--- src/rtl/seq_divider_pkg.sv ---
// Shared types and constants for the iterative restoring divider.
//   div_state_e : controller states (FIXUP is only reachable when
//                 SEQ_DIVIDER_SIGNED_EN is defined)
//   DIV_WIDTH   : default operand width
//   DIV_CNT_W   : iteration counter width for the default operand width
package seq_divider_pkg;

    localparam int unsigned DIV_WIDTH = 8;
    localparam int unsigned DIV_CNT_W = $clog2(DIV_WIDTH);

    typedef enum logic [1:0] {
        IDLE  = 2'd0,
        BUSY  = 2'd1,
        FIXUP = 2'd2,
        DONE  = 2'd3
    } div_state_e;

endpackage

--- src/rtl/seq_divider_8bit_trial_subtractor.sv ---
// Ripple-borrow subtractor a - b built from full-adder cells (b inverted,
// carry-in 1).
//   a, b   : minuend / subtrahend
//   diff   : a - b modulo 2^WIDTH
//   borrow : set when b > a (carry-out of the inverted-b adder is 0)
module trial_subtractor #(
    parameter int unsigned WIDTH = 9
) (
    input  logic [WIDTH-1:0] a,
    input  logic [WIDTH-1:0] b,
    output logic [WIDTH-1:0] diff,
    output logic             borrow
);

    logic [WIDTH-1:0] b_inv;
    logic [WIDTH:0]   carry;

    assign b_inv    = ~b;
    assign carry[0] = 1'b1;

    // One full-adder cell per bit
    for (genvar i = 0; i < WIDTH; i++) begin : g_fa
        assign diff[i]      = a[i] ^ b_inv[i] ^ carry[i];
        assign carry[i + 1] = (a[i] & b_inv[i]) | (carry[i] & (a[i] ^ b_inv[i]));
    end

    assign borrow = ~carry[WIDTH];

endmodule

--- src/rtl/seq_divider_8bit.sv ---
// Iterative restoring divider, one trial subtraction per cycle, with
// valid/ready handshakes on operands and results.
//   clk, rst_n            : clock, asynchronous active-low reset
//   in_valid / in_ready   : operand handshake (in_ready only in IDLE)
//   dividend, divisor     : operands
//   out_valid / out_ready : result handshake (results held while DONE)
//   quotient, remainder   : result; divide-by-zero gives all ones / dividend
//   div_by_zero           : divisor was zero for this result
// Build option: define SEQ_DIVIDER_SIGNED_EN for two's-complement operands
// (truncating division, one extra FIXUP cycle for sign correction).
module seq_divider_8bit
    import seq_divider_pkg::*;
#(
    parameter int unsigned WIDTH = DIV_WIDTH
) (
    input  logic             clk,
    input  logic             rst_n,
    input  logic             in_valid,
    output logic             in_ready,
    input  logic [WIDTH-1:0] dividend,
    input  logic [WIDTH-1:0] divisor,
    output logic             out_valid,
    input  logic             out_ready,
    output logic [WIDTH-1:0] quotient,
    output logic [WIDTH-1:0] remainder,
    output logic             div_by_zero
);

    localparam int unsigned CNT_W = $clog2(WIDTH);
    localparam logic [CNT_W-1:0] CNT_LAST = CNT_W'(WIDTH - 1);

    div_state_e       state_q, state_d;
    logic [WIDTH-1:0] rem_q, rem_d;
    logic [WIDTH-1:0] quo_q, quo_d;
    logic [WIDTH-1:0] dsr_q, dsr_d;
    logic [CNT_W-1:0] cnt_q, cnt_d;
    logic             in_ready_q, in_ready_d;
    logic             out_valid_q, out_valid_d;
    logic [WIDTH-1:0] quotient_q, quotient_d;
    logic [WIDTH-1:0] remainder_q, remainder_d;
    logic             dbz_q, dbz_d;
`ifdef SEQ_DIVIDER_SIGNED_EN
    logic             q_neg_q, q_neg_d;
    logic             r_neg_q, r_neg_d;
    logic [WIDTH-1:0] dvd_mag;
    logic [WIDTH-1:0] dsr_mag;
`endif

    // Datapath for one iteration: shift {rem,q} left, trial-subtract divisor
    logic [WIDTH-1:0] rem_sh;
    logic [WIDTH:0]   sub_a, sub_b, trial;
    logic             trial_borrow;
    logic             fits;
    logic [WIDTH-1:0] rem_next;
    logic [WIDTH-1:0] quo_next;

    assign rem_sh = {rem_q[WIDTH-2:0], quo_q[WIDTH-1]};
    assign sub_a  = {1'b0, rem_sh};
    assign sub_b  = {1'b0, dsr_q};

    trial_subtractor #(
        .WIDTH (WIDTH + 1)
    ) u_trial_sub (
        .a      (sub_a),
        .b      (sub_b),
        .diff   (trial),
        .borrow (trial_borrow)
    );

    // With zero-extended inputs the diff MSB and the borrow are the same flag
    assign fits     = ~(trial[WIDTH] | trial_borrow);
    assign rem_next = fits ? trial[WIDTH-1:0] : rem_sh;
    assign quo_next = {quo_q[WIDTH-2:0], fits};

`ifdef SEQ_DIVIDER_SIGNED_EN
    assign dvd_mag = dividend[WIDTH-1] ? WIDTH'(0 - dividend) : dividend;
    assign dsr_mag = divisor[WIDTH-1]  ? WIDTH'(0 - divisor)  : divisor;
`endif

    // Next-state and datapath control
    always_comb begin
        state_d     = state_q;
        rem_d       = rem_q;
        quo_d       = quo_q;
        dsr_d       = dsr_q;
        cnt_d       = cnt_q;
        quotient_d  = quotient_q;
        remainder_d = remainder_q;
        dbz_d       = dbz_q;
`ifdef SEQ_DIVIDER_SIGNED_EN
        q_neg_d     = q_neg_q;
        r_neg_d     = r_neg_q;
`endif

        case (state_q)
            IDLE: begin
                if (in_valid) begin
`ifdef SEQ_DIVIDER_SIGNED_EN
                    quo_d   = dvd_mag;
                    dsr_d   = dsr_mag;
                    q_neg_d = dividend[WIDTH-1] ^ divisor[WIDTH-1];
                    r_neg_d = dividend[WIDTH-1];
`else
                    quo_d   = dividend;
                    dsr_d   = divisor;
`endif
                    rem_d   = '0;
                    cnt_d   = CNT_LAST;
                    if (divisor == '0) begin
                        // Result is fully known at accept time
                        quotient_d  = '1;
                        remainder_d = dividend;
                        dbz_d       = 1'b1;
                        state_d     = DONE;
                    end else begin
                        dbz_d   = 1'b0;
                        state_d = BUSY;
                    end
                end
            end
            BUSY: begin
                rem_d = rem_next;
                quo_d = quo_next;
                if (cnt_q == '0) begin
`ifdef SEQ_DIVIDER_SIGNED_EN
                    state_d     = FIXUP;
`else
                    quotient_d  = quo_next;
                    remainder_d = rem_next;
                    state_d     = DONE;
`endif
                end else begin
                    cnt_d = cnt_q - CNT_W'(1);
                end
            end
`ifdef SEQ_DIVIDER_SIGNED_EN
            FIXUP: begin
                // Quotient sign follows sign mismatch, remainder follows dividend
                quotient_d  = q_neg_q ? WIDTH'(0 - quo_q) : quo_q;
                remainder_d = r_neg_q ? WIDTH'(0 - rem_q) : rem_q;
                state_d     = DONE;
            end
`endif
            DONE: begin
                if (out_ready) begin
                    state_d = IDLE;
                end
            end
            default: begin
                state_d = IDLE;
            end
        endcase

        in_ready_d  = (state_d == IDLE);
        out_valid_d = (state_d == DONE);
    end

    // State and datapath registers
    always_ff @(posedge clk or negedge rst_n) begin
        if (!rst_n) begin
            state_q     <= IDLE;
            rem_q       <= '0;
            quo_q       <= '0;
            dsr_q       <= '0;
            cnt_q       <= '0;
            in_ready_q  <= 1'b1;
            out_valid_q <= 1'b0;
            quotient_q  <= '0;
            remainder_q <= '0;
            dbz_q       <= 1'b0;
        end else begin
            state_q     <= state_d;
            rem_q       <= rem_d;
            quo_q       <= quo_d;
            dsr_q       <= dsr_d;
            cnt_q       <= cnt_d;
            in_ready_q  <= in_ready_d;
            out_valid_q <= out_valid_d;
            quotient_q  <= quotient_d;
            remainder_q <= remainder_d;
            dbz_q       <= dbz_d;
        end
    end

`ifdef SEQ_DIVIDER_SIGNED_EN
    // Operand sign flags
    always_ff @(posedge clk or negedge rst_n) begin
        if (!rst_n) begin
            q_neg_q <= 1'b0;
            r_neg_q <= 1'b0;
        end else begin
            q_neg_q <= q_neg_d;
            r_neg_q <= r_neg_d;
        end
    end
`endif

    assign in_ready    = in_ready_q;
    assign out_valid   = out_valid_q;
    assign quotient    = quotient_q;
    assign remainder   = remainder_q;
    assign div_by_zero = dbz_q;

endmodule

--- config.mk ---
export PLATFORM = sky130hd
export DESIGN_NAME = seq_divider_8bit
export DESIGN_NICKNAME = d
export VERILOG_FILES = /design/src/rtl/seq_divider_pkg.sv /design/src/rtl/seq_divider_8bit_trial_subtractor.sv /design/src/rtl/seq_divider_8bit.sv
export SDC_FILE = /design/constraint.sdc
export NUM_CORES = 1
export LEC_CHECK = 0
export ABC_AREA = 1
export ABC_CLOCK_PERIOD_IN_PS = 4800
export CAP_MARGIN = 5
export CORE_ASPECT_RATIO = 1.5
export CORE_MARGIN = 4
export CORE_UTILIZATION = 55
export CTS_BUF_LIST = sky130_fd_sc_hd__clkbuf_4 sky130_fd_sc_hd__clkbuf_8
export CTS_CLUSTER_DIAMETER = 200
export DETAILED_ROUTE_END_ITERATION = 8
export PLACE_DENSITY_LB_ADDON = 0.2
export SYNTH_ARGS = -nofsm -noshare
export SYNTH_HDL_FRONTEND = slang
export SYNTH_SLANG_ARGS = --single-unit
--- constraint.sdc ---
create_clock -name clk -period 4.8 [get_ports clk]
set_input_delay 0.48 -clock clk [delete_from_list [all_inputs] [get_ports clk]]
set_output_delay 0.48 -clock clk [all_outputs]
set_load 0.01 [all_outputs]
==> results of run 1 <==
## Yosys cell counts
cell        n
nand2_1   109
dfrtp_1    46
o21ai_0    28
inv_1      24
nand3_1    17
o211ai_1    9
fa_1        7
nor2_1      7
buf_2       6
ha_1        3
buf_4       2
buf_6       2
inv_2       2
o21ai_2     2
a21oi_1     1
clkbuf_1    1
dfstp_2     1
nand2_2     1
nand2_4     1
o21ai_4     1
## final cells by class
class | instances | area (µm²) | area share (%)
Clock buffer | 5 | 68.8 | 2.50
Clock inverter | 3 | 20.0 | 0.726
Inverter | 26 | 97.6 | 3.54
Multi-Input combinational cell | 186 | 962 | 34.9
Sequential cell | 47 | 1180 | 42.7
Tap cell | 45 | 56.3 | 2.04
Timing Repair Buffer | 38 | 375 | 13.6
## metal layers
metal / track usage (%) / vias to the layer above
li1: - / 917
met4: 9.27 / 0
met3: 2.82 / 9
met2: 31.4 / 42
met1: 26.1 / 836
met5: 0 / -
## layout by cell type, fill, tap and decap left out, drive strengths merged, types with 3 or more instances in the layout
| cell type | n |
|---|---|
| clkbuf | 5 |
| clkdlybuf4s50 | 37 |
| dfrtp | 46 |
| fa | 7 |
| ha | 3 |
| inv | 26 |
| nand2 | 111 |
| nand3 | 17 |
| nor2 | 7 |
| o211ai | 9 |
| o21ai | 31 |
## flip-flops by register name, summed over array words and instances, names as in the netlist
signal,cells
state_q,2
dsr_q,8
quo_q,8
remainder,8
in_ready,1
div_by_zero,1
out_valid,1
rem_q,7
cnt_q,3
quotient,8
## stage by stage
stage	worst slack, ns	cells	area (µm²)
global route	0.421	350	2760
floorplan	0.990	270	2310
detailed placement	0.684	342	2670
CTS	0.663	350	2760
global placement	0.800	342	2670
finish	0.667	350	2760
## final timing paths
check                          endpoint  slack, ns  cells after the start
setup reg to reg           remainder[6]       0.67                     16
hold reg to reg            remainder[0]       0.47                      2
max in group asynchronous      rem_q[4]       3.82                      1
setup / recovery           remainder[6]       0.67                     16
hold / removal              quotient[5]       0.34                      1
min in group clk           remainder[0]       0.47                      2
## power breakdown
| group | total, W | switching [W] | internal, W |
|---|---|---|---|
| registers | 0.000671 | 0.0000885 | 0.000583 |
| clock network | 0.000237 | 0.000135 | 0.000102 |
| logic | 0.000978 | 0.000580 | 0.000398 |
| total | 0.00189 | 0.000804 | 0.00108 |
## kinds of logic (layout without fill, tap and decap cells)
kind of cell | count (synthesis) | in the layout
compound gates | 41 | 41
fa+ha+maj | 10 | 10
buf+inv | 37 | 72
flops | 47 | 47
simple gates | 135 | 135
==> impl_results.rst, run 1 <==
.. list-table::
   :header-rows: 1

   * - Metric
     - Value
   * - Status
     - finished clean
   * - Synthesized-area fraction occupied by ao, oa, aoi and oai cells
     - approximately a tenth
   * - Last weighted congestion value of the routability-driven placer
     - between 0.7 and 0.8
   * - Critical path capture point type
     - register
   * - Synth area leader
     - dfrtp_1
   * - Drt via density
     - 5.15
   * - Placeable core area
     - 3990 µm²
   * - Crit. Startpoint
     - quo_q[7]
   * - Flops & latches, synth
     - 47
   * - Max frequency
     - 0.242 GHz
   * - Overall power after layout
     - 0.00189 W
   * - Drt drc
     - 0
   * - Ratio of total power to cell area
     - 684 nW/µm²
   * - Worst IR Drop VDD
     - 0.000417 V
   * - Maximum net fanout on the critical path
     - 18
   * - Final worst path period need
     - 4.13 ns
   * - FILL cells
     - 353
   * - Count of buffers added by post-CTS timing repair for setup
     - 0
   * - Per-instance average area after synthesis
     - around 8.5 µm²
   * - Clk_lat worst skew
     - ~0.30 ns
   * - Nets
     - between 300 and 400
   * - Fin Hold WS
     - approximately 0.34 ns
   * - Final count of hold timing violations
     - 0
   * - Nature of the critical path startpoint
     - register
   * - Classification of the worst-slack hold path
     - in -> async
   * - Kind of cell adding the most delay to the critical path
     - adder cells
   * - Post_cts resized
     - 0
   * - Die width
     - approximately 60 µm
   * - Routed length per placed instance
     - 13.1 µm
   * - Post-synth top area share
     - roughly half
   * - RSZ-0062 raised after global routing
     - no
   * - Antenna violations before repair
     - 0
   * - Measured slew at the worst slew-check pin
     - 1.02 ns
   * - Required time at the endpoint of the critical path
     - 5.04 ns
   * - CTS sink count
     - 47
   * - Number of warnings printed during yosys synthesis
     - 0
   * - Path type of the worst setup path
     - reg -> reg
   * - Crit share post-route
     - a little under nine tenths
   * - Data arrival time of the critical path
     - 4.37 ns
   * - Wl on met1
     - between 2 and 2.5 mm
   * - Wire length of the first global-routing pass
     - 7.86 mm
   * - Die outline height
     - 87.3 µm
   * - Length of the first detailed-routing pass in iterations
     - 4
   * - Diodes inserted
     - 0
   * - Library cell contributing the largest single delay on the critical path
     - fa_1
   * - Simple-gate portion of the synthesized area
     - 23.3%
   * - Count of pins over their slew limit
     - 0
   * - Vias in the first global route
     - 1745
   * - Distinct cell type count of the synthesized netlist
     - 20
   * - DIE AREA
     - 5320 µm²
   * - Post-synthesis cell area
     - 2310 µm²
   * - Buffer and inverter count on the worst path
     - 3
   * - Root cell of the clock tree
     - clkbuf_8
   * - Total grt overflow
     - 0
   * - Main combinational cell family by area after synthesis
     - simple AND/OR/NAND/NOR gates
   * - Cells after synthesis
     - 270
   * - Clock transition at the registers of the reported paths
     - approximately 0.1 ns
   * - # Max-Cap Violations
     - 0
   * - Sequential share of the synthesized area
     - 51.0%
   * - Detailed-route wire length
     - 4.59 mm
   * - Slew HR
     - a little under a third
   * - Met3 wire len
     - 164 µm
   * - Adder-cell share of the synthesized area
     - 7.70%
   * - Num CTS Buffers
     - 5
   * - Net count of the mapped netlist
     - 300
   * - Util after Layout
     - 69.0%
   * - Layout cell share with drive strength beyond 1
     - 5.57%
   * - Count of hold buffers inserted by post-cts repair
     - 0
   * - HPWL Detailed
     - about 3.4 mm
   * - Worst Clk Skew
     - ~0.012 ns
   * - WL met2
     - 2.30 mm
   * - Setup TNS Final
     - 0 ns
   * - Cell breakdown of the critical path
     - inv_1, ha_1, fa_1, fa_1, fa_1, fa_1, fa_1, inv_1, fa_1, inv_1, fa_1, o21ai_0, nand2_1, nand2_1, nand3_1, nand2_1
   * - Row cnt
     - 28
   * - Stage delay of the slowest cell on the critical path
     - roughly 0.6 ns
   * - I/O pin count
     - 39
   * - Number of port buffers
     - 38
   * - Maximum buffer depth of the clock tree
     - 2
   * - Vias
     - 1804
   * - Largest net degree at the start of global routing
     - 48
   * - Total global routing track utilization
     - 19.7%
   * - Area delta synth->final
     - 19.5%
   * - Number of setup violations in the final report
     - 0
   * - First-iteration detailed-routing DRC count
     - 94
   * - Most prevalent standard cell on the critical path
     - fa_1
   * - Synth top area cells
     - dfrtp_1 (50%), nand2_1 (18%), fa_1 (6.1%)
   * - Number of levels in the clock H-tree
     - 2
   * - Multiplexer fraction of the synthesized cell area
     - 0%
   * - Leakage power figure
     - 1.38 nW
   * - CTS tree
     - yes
   * - Top metal layer carrying routed signals
     - met4
   * - Effective utilization at floorplan
     - 57.8%
   * - Share of the synthesized netlist area taken by xor and xnor gates
     - 0%
   * - R2r startpoint
     - quo_q[7]
   * - Residual antenna-violating net count after detailed routing
     - 0
No activity file was read; power rests on OpenSTA's default activity.
==> run 2, diff against run 1 <==
--- a/config.mk
+++ b/config.mk
@@ -7,9 +7,9 @@
 export LEC_CHECK = 0
 export ABC_AREA = 1
-export ABC_CLOCK_PERIOD_IN_PS = 4800
+export ABC_CLOCK_PERIOD_IN_PS = 3400
 export CAP_MARGIN = 5
 export CORE_ASPECT_RATIO = 1.5
 export CORE_MARGIN = 4
-export CORE_UTILIZATION = 55
+export CORE_UTILIZATION = 49
 export CTS_BUF_LIST = sky130_fd_sc_hd__clkbuf_4 sky130_fd_sc_hd__clkbuf_8
 export CTS_CLUSTER_DIAMETER = 200
==> constraint.sdc (replaced) <==
create_clock -name clk -period 3.4 [get_ports clk]
set_input_delay 0.34 -clock clk [delete_from_list [all_inputs] [get_ports clk]]
set_output_delay 0.34 -clock clk [all_outputs]
set_load 0.02 [all_outputs]
==> impl_results.rst, run 2 (synthesis results as in run 1) <==
.. list-table::
   :header-rows: 1

   * - Metric
     - Value
   * - Leakage power figure
     - 1.43 nW (+3.9%)
   * - Row cnt
     - 30 (+7.1%)
   * - CTS tree
     - yes
   * - Worst Clk Skew
     - 0.00874 ns (-0.00345 ns)
   * - Data arrival time of the critical path
     - 3.94 ns (-0.43 ns)
   * - Count of pins over their slew limit
     - 0 (unchanged)
   * - Min setup slack post-route
     - -0.302 ns (-0.969 ns)
   * - First-iteration detailed-routing DRC count
     - 101 (+7.4%)
   * - Worst IR Drop VDD
     - 0.000512 V (+23%)
   * - Drt drc
     - 0 (unchanged)
   * - Length of the first detailed-routing pass in iterations
     - 4 (unchanged)
   * - Diodes inserted
     - 0 (unchanged)
   * - Final worst path period need
     - 3.70 ns (-0.431 ns)
   * - Count of hold buffers inserted by post-cts repair
     - 0 (unchanged)
   * - Measured slew at the worst slew-check pin
     - 0.998 ns (-0.0226 ns)
   * - Crit share post-route
     - 109% (+23 points)
   * - Library cell contributing the largest single delay on the critical path
     - dfrtp_1
   * - Most prevalent standard cell on the critical path
     - fa_2
   * - CTS sink count
     - 47 (unchanged)
   * - Critical path capture point type
     - register
   * - Detailed-route wire length
     - 5.14 mm (+12%)
   * - Antenna violations before repair
     - 0 (unchanged)
   * - Capturing point of the worst reg2reg path
     - remainder[4]
   * - Required time at the endpoint of the critical path
     - 3.64 ns (-1.40 ns)
   * - Nets
     - 343 (+2.7%)
   * - Number of setup violations in the final report
     - 17 (+17)
   * - Largest net degree at the start of global routing
     - 48 (unchanged)
   * - Kind of cell adding the most delay to the critical path
     - adder cells
   * - HPWL Detailed
     - 3.55 mm (+4.7%)
   * - Vias
     - 1909 (+5.8%)
   * - Last weighted congestion value of the routability-driven placer
     - 0.847 (+7.3%)
   * - Nature of the critical path startpoint
     - register
   * - Violated checks
     - negative setup slack
   * - Status
     - complete, but fails checks
   * - I/O pin count
     - 39 (unchanged)
   * - Crit. Startpoint
     - dsr_q[0]
   * - Maximum net fanout on the critical path
     - 7 (-11)
   * - Clk_lat worst skew
     - 0.30 ns (about the same)
   * - Die width
     - 64.0 µm (+5.2%)
   * - Maximum buffer depth of the clock tree
     - 2 (unchanged)
   * - Residual antenna-violating net count after detailed routing
     - 0 (unchanged)
   * - Effective utilization at floorplan
     - 50.8% (-7.0 points)
   * - Stage delay of the slowest cell on the critical path
     - 0.43 ns (-0.17 ns)
   * - Cell breakdown of the critical path
     - ha_4, fa_2, fa_2, fa_2, fa_2, fa_2, inv_2, fa_2, inv_2, fa_2, buf_6, o21ai_2, nand2_2, nand2_2, nand3_2, nand2_1
   * - Area occupied by multi-input gates
     - 1030 µm² (+7.5%)
   * - Depth of the worst register-to-register path
     - 16 (unchanged)
   * - Wire length of the first global-routing pass
     - 8.69 mm (+11%)
   * - Total global routing track utilization
     - 18.6% (-1.1 points)
   * - Die outline height
     - 92.1 µm (+5.4%)
   * - Classification of the worst-slack hold path
     - in -> async
   * - Slew HR
     - 33.4% (+1.5 points)
   * - Drt via density
     - 5.05 (-2.0%)
   * - Num CTS Buffers
     - 5 (unchanged)
   * - Final count of hold timing violations
     - 0 (unchanged)
   * - Buffer and inverter count on the worst path
     - 3 (unchanged)
   * - R2r startpoint
     - dsr_q[0]
   * - Flop2flop setup slack
     - -0.30 ns (-0.97 ns)
   * - Number of port buffers
     - 38 (unchanged)
   * - Layout cell share with drive strength beyond 1
     - 15.9% (+10 points)
   * - Number of levels in the clock H-tree
     - 2 (unchanged)
   * - # Max-Cap Violations
     - 0 (unchanged)
   * - RSZ-0062 raised after global routing
     - yes
   * - Routed length per placed instance
     - 13.6 µm (+3.5%)
   * - Util after Layout
     - 64.6% (-4.5 points)
   * - Highest-count cells in the layout ignoring fill and taps
     - nand2_1 (103), dfrtp_1 (46), clkdlybuf4s50_1 (37)
   * - Root cell of the clock tree
     - clkbuf_8
   * - Register cell area after layout
     - 1180 µm² (unchanged)
   * - Fin Hold WS
     - 0.212 ns (-0.133 ns)
   * - Commonest non-fill, non-tap cell in the layout
     - nand2_1
   * - DIE AREA
     - 5900 µm² (+11%)
   * - Vias in the first global route
     - 1896 (+8.7%)
   * - Max frequency
     - 0.270 GHz (+12%)
   * - Area delta synth->final
     - 27.0%
   * - Clock transition at the registers of the reported paths
     - 0.09 ns (about the same)
   * - Total grt overflow
     - 0 (unchanged)
   * - Placeable core area
     - 4540 µm² (+14%)
   * - Ratio of total power to cell area
     - 1080 nW/µm² (+58%)
   * - FILL cells
     - 389 (+10%)
   * - Path type of the worst setup path
     - reg -> reg
[run 2: area by class of cell]
type	count	area share, %
Sequential cell	47	40.1
Tap cell	64	2.73
Timing Repair Buffer	47	15.5
Clock inverter	1	0.171
Clock buffer	7	2.86
Inverter	26	3.33
Multi-Input combinational cell	186	35.3
[run 2: timing repair]
action / in CTS / in global routing
setup endpoints to repair: 17 / 17
pin swaps: 9 / 4
setup buffers: 5 / 1
gates resized for setup: 10 / 17
hold endpoints to repair: 0 / 0
[run 2: how the worst max path moves through the flow]
stage / to / slack, ns / cells after the start
finish: remainder[4] / -0.30 / 16
global route: remainder[0] / -0.43 / 17
CTS: remainder[4] / -0.31 / 17
detailed placement: remainder[4] / -0.36 / 16
global placement: remainder[5] / -0.28 / 16
floorplan: remainder[0] / -0.19 / 18
[run 2: stage by stage]
step	instance area (µm²)	setup slack (ns)	total power, W	instances	setup TNS [ns]
6_report	2930	-0.302	0.00317	378	-4.00
5_1_grt	2930	-0.430	0.00348	378	-6.05
4_1_cts	2880	-0.311	0.00303	377	-4.23
3_5_place_dp	2730	-0.360	0.00254	364	-4.66
3_3_place_gp	2730	-0.284	0.00247	364	-3.39
2_1_floorplan	2340	-0.187	0.00209	270	-1.96
[run 2: per-layer routing]
metal | global-route usage (%) | share of wire (%)
met2 | 32.4 | 53
met4 | 7.39 | 2.8
met1 | 22.4 | 40
met3 | 3.55 | 3.7
met5 | 0 | 0
[run 2: power breakdown]
group          total (W)  switching [W]  internal (W)
Clock           0.000335       0.000174      0.000160
Sequential      0.000965       0.000141      0.000823
Combinational    0.00187        0.00105      0.000815
==> run 3, diff against run 2 <==
ABC_CLOCK_PERIOD_IN_PS = unset   (was 3400)
==> results of run 3 <==
Final layout, timing and power as in run 2 (identical DEF).
